[src/rtl/l3_refill_if.sv]
// l3_refill_if: refill response channel plus data-array write channel.
// slave is the refill controller's view, master the environment's.
interface l3_refill_if #(
  parameter int ID_W       = 5,
  parameter int DATA_WIDTH = 128,
  parameter int LINE_BYTES = 64
);
  logic                    mem_rvalid;
  logic                    mem_rready;
  logic [ID_W-1:0]         mem_rid;
  logic [DATA_WIDTH-1:0]   mem_rdata;
  logic                    mem_rlast;
  logic                    mem_rerr;
  logic                    wr_valid;
  logic                    wr_ready;
  logic [31:0]             wr_addr;
  logic [LINE_BYTES*8-1:0] wr_data;

  modport master (
    output mem_rvalid, mem_rid, mem_rdata,
    output mem_rlast, mem_rerr,
    input  mem_rready,
    input  wr_valid, wr_addr, wr_data,
    output wr_ready
  );

  modport slave (
    input  mem_rvalid, mem_rid, mem_rdata,
    input  mem_rlast, mem_rerr,
    output mem_rready,
    output wr_valid, wr_addr, wr_data,
    input  wr_ready
  );
endinterface

[src/rtl/l3_refill_ctrl.sv]
// l3_refill_ctrl: assembles tagged refill beats into a line,
// writes it to the L3 data array, then frees the MSHR entry.
module l3_refill_ctrl #(
  parameter  int NUM_MSHR   = 32,
  parameter  int DATA_WIDTH = 128,
  parameter  int LINE_BYTES = 64,
  localparam int ID_W   = $clog2(NUM_MSHR),
  localparam int BEATS  = LINE_BYTES*8/DATA_WIDTH,
  localparam int CNT_W  = $clog2(BEATS)+1,
  localparam int OFF_W  = $clog2(LINE_BYTES),
  localparam int LINE_W = LINE_BYTES*8
) (
  input  logic            clk,
  input  logic            rst_n,
  l3_refill_if.slave      bus,
  output logic [ID_W-1:0] lkup_id,
  input  logic [31:0]     lkup_addr,
  output logic            free,
  output logic [9:0]      free_id,
  output logic            busy,
  output logic            err_sticky,
  input  logic            err_clr
);

  typedef enum logic [2:0] {
    IDLE, COLLECT, LOOKUP, WRITE, FREE
  } state_t;

  state_t            state_q, state_d;
  logic [CNT_W-1:0]  cnt_q, cnt_d;
  logic [ID_W-1:0]   cur_id_q, cur_id_d;
  logic [LINE_W-1:0] line_q, line_d;
  logic              bad_q, bad_d;
  logic              err_q, err_d;
  logic [31:0]       wr_addr_q, wr_addr_d;

  logic acc, last_slot, ends, early;
  logic mism, set_err;
  logic unused_lo;

  assign unused_lo = ^lkup_addr[OFF_W-1:0];

  assign acc = bus.mem_rvalid && bus.mem_rready;

  // Slot BEATS-1 closes the burst whether or not rlast came.
  assign last_slot = (state_q == COLLECT)
                  && (cnt_q == CNT_W'(BEATS-1));
  assign ends  = bus.mem_rlast || last_slot;
  assign early = bus.mem_rlast && !last_slot;
  assign mism  = (state_q == COLLECT)
              && (bus.mem_rid != cur_id_q);

  assign set_err = acc && (bus.mem_rerr || early
                 || (last_slot && !bus.mem_rlast)
                 || mism);

  always_comb begin
    state_d   = state_q;
    cnt_d     = cnt_q;
    cur_id_d  = cur_id_q;
    line_d    = line_q;
    bad_d     = bad_q;
    wr_addr_d = wr_addr_q;
    err_d     = err_q;
    if (err_clr) err_d = 1'b0;
    if (set_err) err_d = 1'b1;
    unique case (state_q)
      IDLE: begin
        if (acc) begin
          cur_id_d = bus.mem_rid;
          line_d   = '0;
          line_d[DATA_WIDTH-1:0] = bus.mem_rdata;
          cnt_d    = CNT_W'(1);
          bad_d    = bus.mem_rerr || early;
          state_d  = ends ? LOOKUP : COLLECT;
        end
      end
      COLLECT: begin
        if (acc) begin
          for (int k = 1; k < BEATS; k++) begin
            if (cnt_q == CNT_W'(k))
              line_d[k*DATA_WIDTH +: DATA_WIDTH] = bus.mem_rdata;
          end
          cnt_d = cnt_q + 1'b1;
          bad_d = bad_q || bus.mem_rerr || early;
          if (ends) state_d = LOOKUP;
        end
      end
      LOOKUP: begin
        wr_addr_d = {lkup_addr[31:OFF_W], OFF_W'(0)};
        state_d   = bad_q ? FREE : WRITE;
      end
      WRITE: begin
        if (bus.wr_ready) state_d = FREE;
      end
      FREE: begin
        state_d = IDLE;
      end
      default: begin
        state_d = IDLE;
      end
    endcase
  end

  always_ff @(posedge clk or negedge rst_n) begin
    if (!rst_n) begin
      state_q   <= IDLE;
      cnt_q     <= '0;
      cur_id_q  <= '0;
      line_q    <= '0;
      bad_q     <= 1'b0;
      err_q     <= 1'b0;
      wr_addr_q <= '0;
    end else begin
      state_q   <= state_d;
      cnt_q     <= cnt_d;
      cur_id_q  <= cur_id_d;
      line_q    <= line_d;
      bad_q     <= bad_d;
      err_q     <= err_d;
      wr_addr_q <= wr_addr_d;
    end
  end

  assign bus.mem_rready = (state_q == IDLE)
                       || (state_q == COLLECT);
  assign bus.wr_valid = (state_q == WRITE);
  assign bus.wr_addr  = wr_addr_q;
  assign bus.wr_data  = line_q;

  assign lkup_id    = cur_id_q;
  assign free       = (state_q == FREE);
  assign free_id    = free ? {{(10-ID_W){1'b0}}, cur_id_q}
                           : 10'd0;
  assign busy       = (state_q != IDLE);
  assign err_sticky = err_q;

endmodule

[src/flat_wrapper.sv]
// flat-port wrapper written by rule: the top's interface ports become plain ports
module l3_refill_ctrl_flat 
#(
  parameter  int NUM_MSHR   = 32,
  parameter  int DATA_WIDTH = 128,
  parameter  int LINE_BYTES = 64,
  localparam int ID_W   = $clog2(NUM_MSHR),
  localparam int BEATS  = LINE_BYTES*8/DATA_WIDTH,
  localparam int CNT_W  = $clog2(BEATS)+1,
  localparam int OFF_W  = $clog2(LINE_BYTES),
  localparam int LINE_W = LINE_BYTES*8
)
  (clk, rst_n, lkup_id, lkup_addr, free, free_id, busy, err_sticky, err_clr, bus_mem_rvalid, bus_mem_rid, bus_mem_rdata, bus_mem_rlast, bus_mem_rerr, bus_mem_rready, bus_wr_valid, bus_wr_addr, bus_wr_data, bus_wr_ready);
  l3_refill_if #(.ID_W(5), .DATA_WIDTH(DATA_WIDTH), .LINE_BYTES(LINE_BYTES)) bus_i ();
  input  logic clk;
  input  logic rst_n;
  output logic [ID_W-1:0] lkup_id;
  input  logic [31:0] lkup_addr;
  output logic free;
  output logic [9:0] free_id;
  output logic busy;
  output logic err_sticky;
  input  logic err_clr;
  input wire logic [$bits(bus_i.mem_rvalid)-1:0] bus_mem_rvalid;
  input wire logic [$bits(bus_i.mem_rid)-1:0] bus_mem_rid;
  input wire logic [$bits(bus_i.mem_rdata)-1:0] bus_mem_rdata;
  input wire logic [$bits(bus_i.mem_rlast)-1:0] bus_mem_rlast;
  input wire logic [$bits(bus_i.mem_rerr)-1:0] bus_mem_rerr;
  output wire logic [$bits(bus_i.mem_rready)-1:0] bus_mem_rready;
  output wire logic [$bits(bus_i.wr_valid)-1:0] bus_wr_valid;
  output wire logic [$bits(bus_i.wr_addr)-1:0] bus_wr_addr;
  output wire logic [$bits(bus_i.wr_data)-1:0] bus_wr_data;
  input wire logic [$bits(bus_i.wr_ready)-1:0] bus_wr_ready;
  assign bus_i.mem_rvalid = bus_mem_rvalid;
  assign bus_i.mem_rid = bus_mem_rid;
  assign bus_i.mem_rdata = bus_mem_rdata;
  assign bus_i.mem_rlast = bus_mem_rlast;
  assign bus_i.mem_rerr = bus_mem_rerr;
  assign bus_mem_rready = bus_i.mem_rready;
  assign bus_wr_valid = bus_i.wr_valid;
  assign bus_wr_addr = bus_i.wr_addr;
  assign bus_wr_data = bus_i.wr_data;
  assign bus_i.wr_ready = bus_wr_ready;
  l3_refill_ctrl #(.NUM_MSHR(NUM_MSHR), .DATA_WIDTH(DATA_WIDTH), .LINE_BYTES(LINE_BYTES)) u_core (.clk(clk), .rst_n(rst_n), .bus(bus_i), .lkup_id(lkup_id), .lkup_addr(lkup_addr), .free(free), .free_id(free_id), .busy(busy), .err_sticky(err_sticky), .err_clr(err_clr));
endmodule
[config.mk]
export PLATFORM = sky130hd
export DESIGN_NAME = l3_refill_ctrl_flat
export DESIGN_NICKNAME = d
export VERILOG_FILES = /design/src/rtl/l3_refill_if.sv /design/src/rtl/l3_refill_ctrl.sv /design/src/flat_wrapper.sv
export SDC_FILE = /design/constraint.sdc
export NUM_CORES = 1
export LEC_CHECK = 0
export ABC_AREA = 1
export BUFFER_PORTS_ARGS = -buffer_cell sky130_fd_sc_hd__buf_4
export CAP_MARGIN = 20
export CORE_AREA = 10 10 279 281
export DETAILED_ROUTE_END_ITERATION = 6
export DIE_AREA = 0 0 289 291
export SLEW_MARGIN = 20
export SYNTH_ARGS = -nofsm -noshare
export SYNTH_HDL_FRONTEND = slang
export SYNTH_SLANG_ARGS = --single-unit
[constraint.sdc]
create_clock -name clk -period 1.52 [get_ports clk]
set_input_delay 0.152 -clock clk [delete_from_list [all_inputs] [get_ports clk]]
set_output_delay 0.152 -clock clk [all_outputs]
set_load 0.03 [all_outputs]
==> results of run 1 <==
## worst max-delay path: stages (launching register included)
cell	delay, ps
sky130_fd_sc_hd__dfrtp_2	430
sky130_fd_sc_hd__buf_6	130
sky130_fd_sc_hd__nor3_4	210
sky130_fd_sc_hd__inv_2	80
sky130_fd_sc_hd__nor2_4	130
sky130_fd_sc_hd__nand3_4	150
sky130_fd_sc_hd__buf_8	180
sky130_fd_sc_hd__buf_16	160
sky130_fd_sc_hd__buf_16	170
sky130_fd_sc_hd__nand3_2	60
sky130_fd_sc_hd__o21ai_1	60
## kinds of logic after synthesis
logic type	Yosys count
muxes	26
buffers and inverters	319
AOI/OAI and AO/OA	526
DFF	551
adders and majority gates	4
and+or+nand+nor	574
other	1
xor gates and xnor gates	1
## final timing paths
check	start	to	slack (ps)	cells after the start
min reg2reg	u_core.bus.wr_data[66]$_DFFE_PN0P_	u_core.bus.wr_data[66]$_DFFE_PN0P_	480	2
max in group asynchronous	rst_n	u_core.bus.wr_data[294]$_DFFE_PN0P_	640	3
max	u_core.state_q[1]$_DFFE_PN0P_	u_core.bus.wr_data[357]$_DFFE_PN0P_	-390	10
min in group clk	bus_mem_rvalid	u_core.state_q[0]$_DFFE_PN0P_	100	5
max reg2reg	u_core.state_q[1]$_DFFE_PN0P_	u_core.bus.wr_data[357]$_DFFE_PN0P_	-390	10
min	rst_n	u_core.bus.wr_data[79]$_DFFE_PN0P_	70	2
## synth_stat cells (2+ instances only)
master                     instances
sky130_fd_sc_hd__clkbuf_2         20
sky130_fd_sc_hd__buf_1            35
sky130_fd_sc_hd__nand3_2           3
sky130_fd_sc_hd__buf_2            17
sky130_fd_sc_hd__ha_1              4
sky130_fd_sc_hd__clkbuf_1         51
sky130_fd_sc_hd__nor2_1           18
sky130_fd_sc_hd__o22ai_1           2
sky130_fd_sc_hd__dfrtp_1         551
sky130_fd_sc_hd__buf_4            15
sky130_fd_sc_hd__nor3_1            2
sky130_fd_sc_hd__o21ai_0         481
sky130_fd_sc_hd__nand2_1         158
sky130_fd_sc_hd__nand3_1         389
sky130_fd_sc_hd__a21oi_1           2
sky130_fd_sc_hd__inv_2             2
sky130_fd_sc_hd__mux2_2           26
sky130_fd_sc_hd__inv_1           149
sky130_fd_sc_hd__o21ai_1          40
sky130_fd_sc_hd__buf_6            30
## per-layer routing
layer / part of all wire [%] / vias to the layer above / track usage, %
li1: - / 8673 / -
met1: 40 / 9152 / 23.90
met2: 49 / 692 / 32.80
met3: 7.4 / 165 / 4.995
met4: 4.0 / 4 / 7.433
met5: 0.035 / - / 0
## where the power goes
| group | switching [mW] | total, mW | internal [mW] |
|---|---|---|---|
| clock network | 6.07 | 14.6 | 8.55 |
| registers | 2.81 | 22.0 | 19.1 |
| logic | 18.6 | 28.8 | 10.2 |
## per-stage QoR
| stage | util, % | power [mW] | setup TNS, ps | setup slack (ps) |
|---|---|---|---|---|
| after floorplan | - | 36.97 | -7351 | -87.13 |
| after global placement | 38.65 | 49.48 | -24480 | -130.3 |
| after detailed placement | 38.65 | 49.76 | -31420 | -161.7 |
| after CTS | 45.76 | 65.65 | -83430 | -359.9 |
| after global routing | 46.23 | 68.49 | -154490 | -481.9 |
| final | 46.23 | 65.33 | -110640 | -385.7 |
## sequential cells by signal, indices dropped and copies added (netlist names)
signal and cells:
u_core.bus.wr_addr 26, u_core.state_q 3, u_core.bus.wr_data 512, u_core.bad_q 1, u_core.lkup_id 5, u_core.err_sticky 1, u_core.cnt_q 3
## layout make-up
| type | instances | share of cell area, % |
|---|---|---|
| inverter | 151 | 1.702 |
| sequential | 551 | 41.24 |
| clock buffer | 85 | 5.193 |
| multi-input combinational | 1142 | 19.46 |
| timing repair buffer | 1045 | 28.20 |
| clock inverter | 19 | 0.6211 |
| tap | 959 | 3.588 |
## repair_timing
item	in CTS	in global routing
endpoints found under the hold margin	1096	0
gates resized for setup	290	64
pin swaps	4	2
hold buffers	164	0
endpoints found under the setup margin	500	470
gates cloned	25	4
setup buffers	17	1
==> out/results.ini, run 1 <==
[outcome]
run_status = finished, violations left
violated_checks = negative setup slack

[clock_network]
clock_latency_late_sink_ps = 610
clock_tree.htree_level_count = 2
cts_max_path_buffers = 3
tritoncts = built
cts_buffers = 59
clock_tree.root_cell = sky130_fd_sc_hd__clkbuf_16
clkSinkCount = 551
worst_setup_hold_path_clk_slew_ps = 60

[global_routing]
grt_antenna_before_repair = 2
gr-total-overflow = 0
grt_first_pass_wirelength_um = 126900
grt_util_all_layers_pct = 19.60
grt_pass1_vias = 19050
grt_max_degree = 57

[yosys]
post_synth.cell_area_avg_um2 = 10.49
synth_ff_type = sky130_fd_sc_hd__dfrtp_1
post_synth_xor_area_fraction_pct = 0.04172
synth_top_cell_by_area = sky130_fd_sc_hd__dfrtp_1
synth_adder_area_share_pct = 0.2384
seq_cells_post_synth = 551
synth_mux_area_share_pct = 1.395
yosysTopAreaCellShare_pct = 65.68
synthesis.area_mm2 = 0.02099
synth-warning-count = 0
synth_simple_gate_area_share_pct = 12.80
largest_family_of_logic_cells_by_synthesized_area = simple AND/OR/NAND/NOR gates
synthCells = 2002
synth.distinct_cells = 27
synth_async_sr_flop_share_pct = 100.0
ys_seq_area_share_pct = 65.68
post_synth_edffs = 0
post_synth_main_area_contributors = sky130_fd_sc_hd__dfrtp_1 (66%), sky130_fd_sc_hd__o21ai_0 (11%), sky130_fd_sc_hd__nand3_1 (9.3%)
synth_compound_area_share_pct = 12.56

[die]
die_h_um = 291
die-area_mm2 = 0.08410
placeableCoreArea_mm2 = 0.07234
number_of_primary_i_o_pins = 736
chipWidth_um = 289
initial_utilization_pct = 29.02
std_cell_rows = 99

[timing]
unrepaired_setup_endpoints_after_global_routing = true
finalSetupViolCount = 420
period_share_pct = 125.4
final_hold_viol_count = 0
final.min_clock_period_ps = 1906
max_freq_mhz = 524.8
final_max_slew_viol_count = 0
hold_ws_ps = 66.81
layout_setup_ws_ps = -385.7
clock_skew_ps = 14.93

[worst_setup_path]
worst-endpoint-required_ps = 2000
worst_setup_path_start_kind = flip-flop
critPathMaxFanout = 8
timing.critical_path.arrival_ps = 2380
kind_of_capture_point_of_the_worst_setup_path = flip-flop
criticalPathCategory = reg -> reg

[routing]
firstDrtPassIters = 6
drt_wl_total_um = 86110
routedWlPerCell_um = 21.79
drt.antenna.violating_nets = 0
drtIter0Drc = 1203
detail_route.vias_per_cell = 4.728
drc_violation_count_after_routing = 0
number_of_vias_after_detailed_routing = 18690

[placement]
dpl_cell_area_mm2 = 0.02796
numPlacedInstances = 3638
gp_congestion = 0.8265
post-dp-hpwl_um = 57460
buffer_ports.inserted = 718

[final_layout]
sequential_cell_area_mm2 = 0.01379
layoutNonFillerInstCount = 3952
design_area_mm2 = 0.03344
num-nets-final = 3126
most-common-layout-cells = sky130_fd_sc_hd__buf_4 (784), sky130_fd_sc_hd__dfrtp_1 (550), sky130_fd_sc_hd__o21ai_0 (372)
antenna-diode-count = 0
areaGrowthSynthToFinish_pct = 59.29
multi_input_comb_area_mm2 = 0.006509
layout.cells.most_common = sky130_fd_sc_hd__buf_4
drive_above_1_share_pct = 38.82
layout.filler_cells = 6744

[power]
power_leakage_nw = 16.63
ir_drop_uv = 1368
powerDensity_mw_per_mm2 = 1954

[run]
cap_violations = 0

[min_path]
min_path_type = in -> async

Power figures use the tool's default switching activity.
==> run 2, diff against run 1 <==
--- a/config.mk
+++ b/config.mk
@@ -5,12 +5,11 @@
 export SDC_FILE = /design/constraint.sdc
 export NUM_CORES = 1
 export LEC_CHECK = 0
-export ABC_AREA = 1
 export BUFFER_PORTS_ARGS = -buffer_cell sky130_fd_sc_hd__buf_4
 export CAP_MARGIN = 20
-export CORE_AREA = 10 10 279 281
+export CORE_AREA = 10 10 277 279
 export DETAILED_ROUTE_END_ITERATION = 6
-export DIE_AREA = 0 0 289 291
+export DIE_AREA = 0 0 287 289
 export SLEW_MARGIN = 20
 export SYNTH_ARGS = -nofsm -noshare
 export SYNTH_HDL_FRONTEND = slang
==> out/results.ini, run 2 <==
[final_layout]
sequential_cell_area_mm2 = 0.01379  ; unchanged
drive_above_1_share_pct = 53.99  ; +15 points
layout.filler_cells = 5600  ; -17%
num-nets-final = 3370  ; +7.8%
multi_input_comb_area_mm2 = 0.009686  ; +49%
layout.cells.most_common = sky130_fd_sc_hd__buf_4
areaGrowthSynthToFinish_pct = 82.97
antenna-diode-count = 0  ; unchanged
most-common-layout-cells = sky130_fd_sc_hd__buf_4 (766), sky130_fd_sc_hd__dfrtp_1 (550), sky130_fd_sc_hd__mux2i_1 (248)
largest_reg_flops = 512  ; unchanged

[clock_network]
clock_tree.root_cell = sky130_fd_sc_hd__clkbuf_16
tritoncts = built
worst_setup_hold_path_clk_slew_ps = 70  ; about the same
cts_buffers = 59  ; unchanged
clock_tree.htree_level_count = 2  ; unchanged
cts_max_path_buffers = 3  ; unchanged
clkSinkCount = 551  ; unchanged
clock_latency_late_sink_ps = 620  ; about the same

[yosys]
synth_compound_area_share_pct = 6.087  ; -6.5 points
largest_family_of_logic_cells_by_synthesized_area = multiplexers
post_synth.cell_area_avg_um2 = 10.65  ; +1.5%
ys_seq_area_share_pct = 62.69  ; -3.0 points
synth.distinct_cells = 35  ; +30%
synthCells = 2066  ; +3.2%
post_synth_edffs = 0  ; unchanged
synth_top_cell_by_area = sky130_fd_sc_hd__dfrtp_1
synthesis.area_mm2 = 0.02199  ; +4.8%
post_synth_main_area_contributors = sky130_fd_sc_hd__dfrtp_1 (63%), sky130_fd_sc_hd__mux2i_1 (12%), sky130_fd_sc_hd__nand2_1 (11%)
post_synth_xor_area_fraction_pct = 0.2389  ; +0.20 points
yosysTopAreaCellShare_pct = 62.69  ; -3.0 points
synth_adder_area_share_pct = 0.2276  ; -0.011 points
yosys-top-cells-count = sky130_fd_sc_hd__nand2_1 (643), sky130_fd_sc_hd__dfrtp_1 (551), sky130_fd_sc_hd__mux2i_1 (258)
synth.most_common_cell = sky130_fd_sc_hd__nand2_1
seq_cells_post_synth = 551  ; unchanged
synth_mux_area_share_pct = 13.38  ; +12 points
synth_ff_type = sky130_fd_sc_hd__dfrtp_1
synth-warning-count = 0  ; unchanged
synth_simple_gate_area_share_pct = 11.75  ; -1.1 points
synth_async_sr_flop_share_pct = 100.0  ; unchanged

[outcome]
run_status = finished, violations left
violated_checks = negative setup slack

[timing]
finalSetupViolCount = 555  ; +32%
setup_total_negative_slack_ps = -201960  ; -91310 ps
final_hold_viol_count = 0  ; unchanged
final.min_clock_period_ps = 2064  ; +157.9 ps
clock_skew_ps = 16.23  ; +1.303 ps
period_share_pct = 135.8  ; +10 points
unrepaired_setup_endpoints_after_global_routing = true
max_freq_mhz = 484.6  ; -7.7%
layout_setup_ws_ps = -543.5  ; -157.9 ps
final_max_slew_viol_count = 0  ; unchanged

[worst_setup_path]
worstPathBufferInverterCount = 5  ; unchanged
worst_setup_path_start_kind = flip-flop
timing.critical_path.cells = buf_6 -> nand2b_4 -> or3_4 -> buf_12 -> buf_16 -> buf_12 -> buf_16 -> nand2_2 -> mux2i_1
critical-path-top-delay-family = buffers and inverters
timing.critical_path.slowest_stage_cell = sky130_fd_sc_hd__or3_4
worst-endpoint-required_ps = 1990  ; about the same
criticalPathCategory = reg -> reg
timing.critical_path.arrival_ps = 2530  ; +150 ps
kind_of_capture_point_of_the_worst_setup_path = flip-flop
critPathMaxFanout = 5  ; -3
crit_path_max_incr_delay_ps = 440  ; about the same

[global_routing]
grt_max_degree = 66  ; +16%
grt_antenna_before_repair = 2  ; unchanged
grt_util_all_layers_pct = 22.39  ; +2.8 points
grt_pass1_vias = 22270  ; +17%
grt_first_pass_wirelength_um = 143100  ; +13%
gr-total-overflow = 0  ; unchanged

[routing]
detail_route.vias_per_cell = 4.859  ; +2.8%
firstDrtPassIters = 5  ; -1
routedWlPerCell_um = 23.92  ; +9.8%
drt.antenna.violating_nets = 0  ; unchanged
drt_wl_total_um = 100300  ; +16%
drc_violation_count_after_routing = 0  ; unchanged
number_of_vias_after_detailed_routing = 20370  ; +9.0%
drtIter0Drc = 1231  ; +2.3%

[die]
chipWidth_um = 287  ; -0.69%
placeableCoreArea_mm2 = 0.07112  ; -1.7%
number_of_primary_i_o_pins = 736  ; unchanged
die-area_mm2 = 0.08294  ; -1.4%
die_h_um = 289  ; -0.69%
initial_utilization_pct = 30.93  ; +1.9 points
std_cell_rows = 98  ; -1.0%

[placement]
setup_ws_pre_cts_ps = -205.7  ; -44.01 ps
buffer_ports.inserted = 718  ; unchanged
gp_congestion = 0.8501  ; +2.9%
post-dp-hpwl_um = 60040  ; +4.5%

[run]
cap_violations = 0  ; unchanged

[power]
ir_drop_uv = 1617  ; +18%
powerDensity_mw_per_mm2 = 1951  ; -0.14%
power_leakage_nw = 19.69  ; +18%

[min_path]
min_path_type = in -> async

run 2: worst paths after layout:
check / from / endpoint / slack [ps] / cells after the start
max reg2reg: u_core.state_q[2]$_DFFE_PN0P_ / u_core.bus.wr_data[249]$_DFFE_PN0P_ / -540 / 9
max: u_core.state_q[2]$_DFFE_PN0P_ / u_core.bus.wr_data[249]$_DFFE_PN0P_ / -540 / 9
min reg2reg: u_core.bus.wr_data[67]$_DFFE_PN0P_ / u_core.bus.wr_data[67]$_DFFE_PN0P_ / 490 / 2
min: rst_n / u_core.bus.wr_data[318]$_DFFE_PN0P_ / 60 / 2
min in group clk: bus_mem_rdata[64] / u_core.bus.wr_data[448]$_DFFE_PN0P_ / 290 / 4
max in group asynchronous: rst_n / u_core.bus.wr_addr[17]$_DFFE_PN0N_ / 660 / 3
run 2: logic make-up after synthesis:
| family | Yosys count |
|---|---|
| xor gates and xnor gates | 6 |
| buffers and inverters | 280 |
| AOI/OAI and AO/OA | 265 |
| muxes | 290 |
| DFF | 551 |
| and+or+nand+nor | 669 |
| other | 1 |
| adders and majority gates | 4 |
run 2: per-stage QoR:
step                      hold WS, ps  util, %  instance area [µm²]  power, mW  instances
final                           64.61    56.59                40240      78.51       4193
after floorplan                -143.6        -                22650      37.53       2076
after detailed placement        107.1    41.42                29460      48.54       3734
after global routing            64.21    56.59                40240      81.51       4193
after global placement          105.6    41.42                29460      47.93       3734
after CTS                       45.17    53.90                38330      75.38       4185
run 2: layer usage:
layer	vias up	GRT usage, %	share of wire, %
met5	-	0	0.029
met4	4	9.949	5.0
met3	261	6.480	7.7
met2	870	38.42	50
met1	10270	25.68	37
li1	8965	-	-
run 2: cell type report:
cell class	count	area share (%)
timing repair buffer	1203	32.25
inverter	134	1.250
clock inverter	27	1.051
tap	950	2.954
multi-input combinational	1245	24.07
sequential	551	34.27
clock buffer	83	4.166
run 2: power by group:
part | switching [mW] | internal [mW] | leakage [nW]
clock network | 6.32 | 9.40 | 1.02
logic | 22.3 | 18.0 | 11.3
registers | 3.77 | 18.8 | 7.33
total | 32.4 | 46.1 | 19.7
run 2: repair_timing:
item,in CTS,in global routing
endpoints found under the hold margin,1093,0
cloned,99,17
gates resized for setup,524,601
setup endpoints to repair,553,556
setup buffers,78,23
hold buffers,165,0
pin swaps,192,195
run 2: worst register-to-register path: stages (launching register included):
cell and delay [ps]:
sky130_fd_sc_hd__dfrtp_1 410, sky130_fd_sc_hd__buf_6 130, sky130_fd_sc_hd__nand2b_4 140, sky130_fd_sc_hd__or3_4 450, sky130_fd_sc_hd__buf_12 190, sky130_fd_sc_hd__buf_16 160, sky130_fd_sc_hd__buf_12 140, sky130_fd_sc_hd__buf_16 140
sky130_fd_sc_hd__nand2_2 70, sky130_fd_sc_hd__mux2i_1 90
